--- src/rtl/control_sequencer.sv ---
// Hardwired control sequencer: fetch (T0-T2), decode IR, run the execute steps, each held STEP_CYCLES clocks.
// Optional trap on undefined opcodes under `CTRL_ILLEGAL_TRAP_EN.
module control_sequencer #(
    parameter int unsigned STEP_CYCLES = 2
) (
    input  logic        Clock,
    input  logic        Clear_n,
    input  logic [31:0] IR,
    input  logic        Start,
    input  logic        Stop,
    output logic        PCout,
    output logic        PCin,
    output logic        IncPC,
    output logic        MARin,
    output logic        Read,
    output logic        MDRin,
    output logic        MDRout,
    output logic        IRin,
    output logic        Yin,
    output logic        Zin,
    output logic        Zlowout,
    output logic        Zhighout,
    output logic        HIin,
    output logic        LOin,
    output logic [15:0] Rin,
    output logic [15:0] Rout,
    output logic [4:0]  alu_op,
    output logic        Run,
    output logic        illegal_op
);

    localparam int unsigned CNT_W = (STEP_CYCLES > 1) ? $clog2(STEP_CYCLES) : 1;
    localparam logic [CNT_W-1:0] CNT_LAST = CNT_W'(STEP_CYCLES - 1);

    typedef enum logic [3:0] {
        S_IDLE, S_T0, S_T1, S_T2, S_T3, S_T4, S_T5, S_T6, S_U3, S_U4, S_HALT
    } state_t;

    typedef struct packed {
        logic        pcout;
        logic        pcin;
        logic        incpc;
        logic        marin;
        logic        read;
        logic        mdrin;
        logic        mdrout;
        logic        irin;
        logic        yin;
        logic        zin;
        logic        zlowout;
        logic        zhighout;
        logic        hiin;
        logic        loin;
        logic [15:0] rin;
        logic [15:0] rout;
        logic [4:0]  alu;
        logic        run;
    } ctrl_t;

    state_t           state_q, state_d;
    logic [CNT_W-1:0] cnt_q, cnt_d;
    ctrl_t            ctrl_q, ctrl_d;
    logic             adv_c;

    logic [4:0] op_c;
    logic [3:0] ra_c, rb_c, rc_c;
    logic       is_alu_c, is_muldiv_c, is_unary_c, is_nop_c, is_halt_c;
    logic       unused_ir_c;

    assign op_c        = IR[31:27];
    assign ra_c        = IR[26:23];
    assign rb_c        = IR[22:19];
    assign rc_c        = IR[18:15];
    assign unused_ir_c = ^IR[14:0];

    assign is_alu_c    = (op_c >= 5'd3) && (op_c <= 5'd10);
    assign is_muldiv_c = (op_c == 5'd15) || (op_c == 5'd16);
    assign is_unary_c  = (op_c == 5'd17) || (op_c == 5'd18);
    assign is_nop_c    = (op_c == 5'd26);
    assign is_halt_c   = (op_c == 5'd27);

    function automatic logic [15:0] onehot(input logic [3:0] idx);
        return 16'(1) << idx;
    endfunction

`ifdef CTRL_ILLEGAL_TRAP_EN
    logic ill_q, ill_d;
`endif

    // Next state and step counter; state only moves when the step counter wraps.
    always_comb begin
        state_d = state_q;
        cnt_d   = cnt_q;
        adv_c   = 1'b0;
`ifdef CTRL_ILLEGAL_TRAP_EN
        ill_d   = ill_q;
`endif
        case (state_q)
            S_IDLE, S_HALT: begin
                if (Start) begin
                    state_d = S_T0;
                    adv_c   = 1'b1;
                end
            end
            default: begin
                if (cnt_q == CNT_LAST) begin
                    cnt_d = '0;
                    adv_c = 1'b1;
                    case (state_q)
                        S_T0: state_d = S_T1;
                        S_T1: state_d = S_T2;
                        S_T2: begin
                            if (is_alu_c || is_muldiv_c) state_d = S_T3;
                            else if (is_unary_c)         state_d = S_U3;
                            else if (is_halt_c)          state_d = S_HALT;
                            else if (is_nop_c)           state_d = Stop ? S_IDLE : S_T0;
                            else begin
`ifdef CTRL_ILLEGAL_TRAP_EN
                                state_d = S_HALT;
                                ill_d   = 1'b1;
`else
                                state_d = Stop ? S_IDLE : S_T0;
`endif
                            end
                        end
                        S_T3: state_d = S_T4;
                        S_T4: state_d = S_T5;
                        S_T5: state_d = is_muldiv_c ? S_T6 : (Stop ? S_IDLE : S_T0);
                        S_T6: state_d = Stop ? S_IDLE : S_T0;
                        S_U3: state_d = S_U4;
                        S_U4: state_d = Stop ? S_IDLE : S_T0;
                        default: state_d = S_IDLE;
                    endcase
                end else begin
                    cnt_d = cnt_q + CNT_W'(1);
                end
            end
        endcase
    end

    // Strobes for the state being entered; latched only on a step transition.
    always_comb begin
        ctrl_d     = '0;
        ctrl_d.run = (state_d != S_IDLE) && (state_d != S_HALT);
        case (state_d)
            S_T0: begin
                ctrl_d.pcout = 1'b1;
                ctrl_d.marin = 1'b1;
                ctrl_d.incpc = 1'b1;
                ctrl_d.pcin  = 1'b1;
            end
            S_T1: begin
                ctrl_d.read  = 1'b1;
                ctrl_d.mdrin = 1'b1;
            end
            S_T2: begin
                ctrl_d.mdrout = 1'b1;
                ctrl_d.irin   = 1'b1;
            end
            S_T3: begin
                ctrl_d.rout = onehot(rb_c);
                ctrl_d.yin  = 1'b1;
            end
            S_T4: begin
                ctrl_d.rout = onehot(rc_c);
                ctrl_d.zin  = 1'b1;
                ctrl_d.alu  = op_c - 5'd2;
            end
            S_T5: begin
                ctrl_d.zlowout = 1'b1;
                if (is_muldiv_c) ctrl_d.loin = 1'b1;
                else             ctrl_d.rin  = onehot(ra_c);
            end
            S_T6: begin
                ctrl_d.zhighout = 1'b1;
                ctrl_d.hiin     = 1'b1;
            end
            S_U3: begin
                ctrl_d.rout = onehot(rb_c);
                ctrl_d.zin  = 1'b1;
                ctrl_d.alu  = op_c - 5'd2;
            end
            S_U4: begin
                ctrl_d.zlowout = 1'b1;
                ctrl_d.rin     = onehot(ra_c);
            end
            default: ;
        endcase
    end

    always_ff @(posedge Clock or negedge Clear_n) begin
        if (!Clear_n) begin
            state_q <= S_IDLE;
            cnt_q   <= '0;
            ctrl_q  <= '0;
        end else begin
            state_q <= state_d;
            cnt_q   <= cnt_d;
            if (adv_c) ctrl_q <= ctrl_d;
        end
    end

`ifdef CTRL_ILLEGAL_TRAP_EN
    always_ff @(posedge Clock or negedge Clear_n) begin
        if (!Clear_n) ill_q <= 1'b0;
        else          ill_q <= ill_d;
    end
    assign illegal_op = ill_q;
`else
    assign illegal_op = 1'b0;
`endif

    assign PCout    = ctrl_q.pcout;
    assign PCin     = ctrl_q.pcin;
    assign IncPC    = ctrl_q.incpc;
    assign MARin    = ctrl_q.marin;
    assign Read     = ctrl_q.read;
    assign MDRin    = ctrl_q.mdrin;
    assign MDRout   = ctrl_q.mdrout;
    assign IRin     = ctrl_q.irin;
    assign Yin      = ctrl_q.yin;
    assign Zin      = ctrl_q.zin;
    assign Zlowout  = ctrl_q.zlowout;
    assign Zhighout = ctrl_q.zhighout;
    assign HIin     = ctrl_q.hiin;
    assign LOin     = ctrl_q.loin;
    assign Rin      = ctrl_q.rin;
    assign Rout     = ctrl_q.rout;
    assign alu_op   = ctrl_q.alu;
    assign Run      = ctrl_q.run;

endmodule

--- config.mk ---
export PLATFORM = sky130hd
export DESIGN_NAME = control_sequencer
export DESIGN_NICKNAME = d
export VERILOG_FILES = /design/src/rtl/control_sequencer.sv
export SDC_FILE = /design/constraint.sdc
export NUM_CORES = 1
export LEC_CHECK = 0
export BUFFER_PORTS_ARGS = -buffer_cell sky130_fd_sc_hd__buf_4
export CAP_MARGIN = 15
export CORE_AREA = 2 2 85 71
export DETAILED_ROUTE_END_ITERATION = 8
export DIE_AREA = 0 0 87 73
export PLACE_DENSITY = 0.82
export SLEW_MARGIN = 10
export SYNTH_ARGS = -nofsm -noshare
export SYNTH_HDL_FRONTEND = slang
export SYNTH_SLANG_ARGS = --single-unit
--- constraint.sdc ---
create_clock -name Clock -period 5.1 [get_ports Clock]
set_input_delay 0.51 -clock Clock [delete_from_list [all_inputs] [get_ports Clock]]
set_output_delay 0.51 -clock Clock [all_outputs]
set_load 0.02 [all_outputs]
==> summary.md <==
| Metric | Value |
|---|---|
| Status | `finished clean` |
| Relative slew slack | `35.5%` |
| DRC Markers | `0` |
| Dpl cells | `416` |
| Number of CTS-inserted buffers | `5` |
| Layout cells sized above 1 | `29.7%` |
| Crit Path Category | `register to register` |
| Fin. max-slew vios | `0` |
| Global Route Usage Sum | `22.3%` |
| # IOs | `89` |
| Sequential share of the synthesized area | `43.7%` |
| Power after layout | `1.65 mW` |
| Psw | `0.751 mW` |
| RSZ-0062 raised after global routing | `false` |
| Final net count | `394` |
| Required @ worst endpoint | `5.25 ns` |
| Setup Total Neg Slack | `0 ns` |
| Power density cells | `466 nW/um^2` |
| Post-CTS setup buffers | `0` |
| Proportion of power drawn by the clock network | `17.3%` |
| Row count | `25` |
| Setup crit start kind | `register` |
| Post-Syn Instances | `301` |
| Final min period | `3.08 ns` |
| Worst slew pin tran | `0.968 ns` |
| Vias in the first global route | `2331` |
| Final hold slack | `0.216 ns` |
| CTS clock-pin slew for the worst setup and hold paths | `0.09 ns` |
| Max Freq | `325 MHz` |
| Sequential group share of total power | `32.8%` |
| DRT Pass-1 Iters | `7` |
| Initial Util | `52.2%` |
| Pleak | `1.65 nW` |
| Max_cap viols | `0` |
| Antenna violations before repair | `0` |
| Final Wtd Congestion | `0.841` |
| CTS sink cnt | `51` |
| Synth warn | `0` |
| Hold/Removal Path Class | `input pin to asynchronous set/reset pin` |
| Die area | `6350 um^2` |
| Nets in the synthesized netlist | `339` |
| CTS Buffer Depth | `2` |
| CP arrival | `3.23 ns` |
| WL/cell | `15.8 um` |
| Count of input and output buffers | `72` |
| Final std cells w/o fill | `424` |
| Final setup fails | `0` |
| Synth area leader | `dfrtp_1` |
| Ant diodes | `0` |
| Synthesis-stage register bit count | `51` |
| Final hold vios | `0` |
| CTS tree | `yes` |
| Post_cts resized | `0` |
| Yosys top cell area share | `43.7%` |
| Final wirelength | `6700 um` |
| Global route overflow | `0` |
| CTS Hold Buffers Added | `0` |
| Logic pwr share | `49.9%` |
| Largest net degree at the start of global routing | `52` |
| First-pass GRT wire length | `11200 um` |
| Hpwl dp | `4870 um` |
| Die height | `73 um` |
| Synth cell types | `59` |
| 1st-iter DRT viols | `172` |
| Worst Skew | `0.00397 ns` |
| Area growth syn-to-layout | `21.2%` |
| Reg2reg setup slack | `2.02 ns` |
| Vias per cell | `5.73` |
| Core area | `5600 um^2` |
| CP Max Fanout | `16` |
| EDFF count, synth | `0` |
| Mean Syn Cell Area | `9.71 um^2` |
| Vias | `2431` |
| Ranking of synthesized cells by area | `dfrtp_1 (44%), nand2_1 (7.8%), o41ai_2 (5.6%), o21ai_1 (2.9%), mux2i_1 (2.4%)` |
| Most used DFF post-synth | `dfrtp_1` |
| Post-route ant nets | `0` |
| Crit end category | `register` |
| CTS root buf | `clkbuf_8` |
| Switching part of the total | `45.5%` |
| Cell-internal power | `0.900 mW` |
| VDD IR-drop max | `173 uV` |
| Final period util | `60.4%` |
| Clk_lat worst skew | `0.30 ns` |
| Netlist Area Pre-Place | `2920 um^2` |
| Die Wd | `87 um` |
| H-tree levels | `2` |
| Asr flop ratio synth | `100%` |
## critical path, cell delays in order (launching register included)
cell,delay [ns]
dfrtp_1,0.53
nand2b_1,0.27
nor3_1,0.44
a22oi_1,0.30
o21ai_1,0.38
nor4b_2,0.10
a21oi_2,0.72
o41ai_1,0.19
## cell usage in the layout, fill, tap and decap left out, drive strengths merged, types with 3 or more instances in the layout
master | synthesis | layout
nor4 | 3 | 3
nand2b | 9 | 9
nor3b | 6 | 6
a22oi | 3 | 3
nor3 | 5 | 5
dfrtp | 51 | 51
clkbuf | 16 | 6
xor2 | 3 | 3
mux2i | 7 | 7
o41ai | 18 | 18
o31ai | 4 | 4
nand3b | 4 | 4
buf | 10 | 74
inv | 10 | 10
or2 | 3 | 3
o21ai | 27 | 27
xnor2 | 4 | 4
nor2 | 11 | 11
nand3 | 5 | 5
a21oi | 4 | 4
nand2 | 61 | 61
## registers in the layout, indices dropped and copies added (netlist names), 4 cells and up
signal,flops
Rin,16
Rout,16
alu_op,5
state_q,4
## cells by family (layout without fill, tap and decap cells)
kind of cell	after synthesis	in the layout	synth area share, %
buffers and inverters	36	92	6.17
AO/OA/AOI/OAI	76	76	23.1
XOR/XNOR	7	7	2.10
other	1	1	0.128
AND/OR/NAND/NOR	119	119	20.5
adder cells (fa/ha/maj)	2	2	0.856
flip-flops	51	51	43.7
multiplexers	9	9	3.43
## per-stage QoR
step                      setup slack, ns  utilization, %  instance area [um^2]
final                                2.02            63.2                  3540
after global routing                 1.70            63.2                  3540
after CTS                            2.12            63.2                  3540
after detailed placement             1.81            61.1                  3420
after global placement               1.86            61.1                  3420
after floorplan                      2.18               -                  2920
## routing by layer
layer  wire (um)  GRT usage, %
met2        3340          36.3
met4          93          6.77
met1        2940          29.9
met3         330          5.09
met5           0             0
## power groups by stage
stage	combinational (mW)	sequential [mW]	clock (mW)
3_5_place_dp	0.816	0.550	0
3_3_place_gp	0.797	0.546	0
6_report	0.824	0.542	0.285
5_1_grt	0.898	0.553	0.310
4_1_cts	0.818	0.542	0.292
2_1_floorplan	0.604	0.557	0
## final cells by class
type / instances / area [um^2]
tap: 67 / 83.8
fill: 462 / 2060
clock inverter: 2 / 35.0
inverter: 10 / 40.0
multi-input combinational: 214 / 1470
sequential: 51 / 1280
timing repair buffer: 74 / 556
clock buffer: 6 / 82.6
## final timing paths
check                           cells past startpoint   endpoint        from
worst min-delay path                                1    Rin[13]     Clear_n
worst min register to register                      2        Yin         Yin
worst max-delay path                                7     Rin[2]  state_q[3]
min in group Clock                                  2  alu_op[1]      IR[28]
max in group asynchronous                           1       LOin     Clear_n
worst max register to register                      7     Rin[2]  state_q[3]
## cells in the mapped netlist, drive strengths merged (5+ instances only)
library cell / n
buf: 10
clkbuf: 16
dfrtp: 51
inv: 10
mux2i: 7
nand2: 61
nand2b: 9
nand3: 5
nor2: 11
nor3: 5
nor3b: 6
o21ai: 27
o41ai: 18
(Power assumes the default switching activity.)
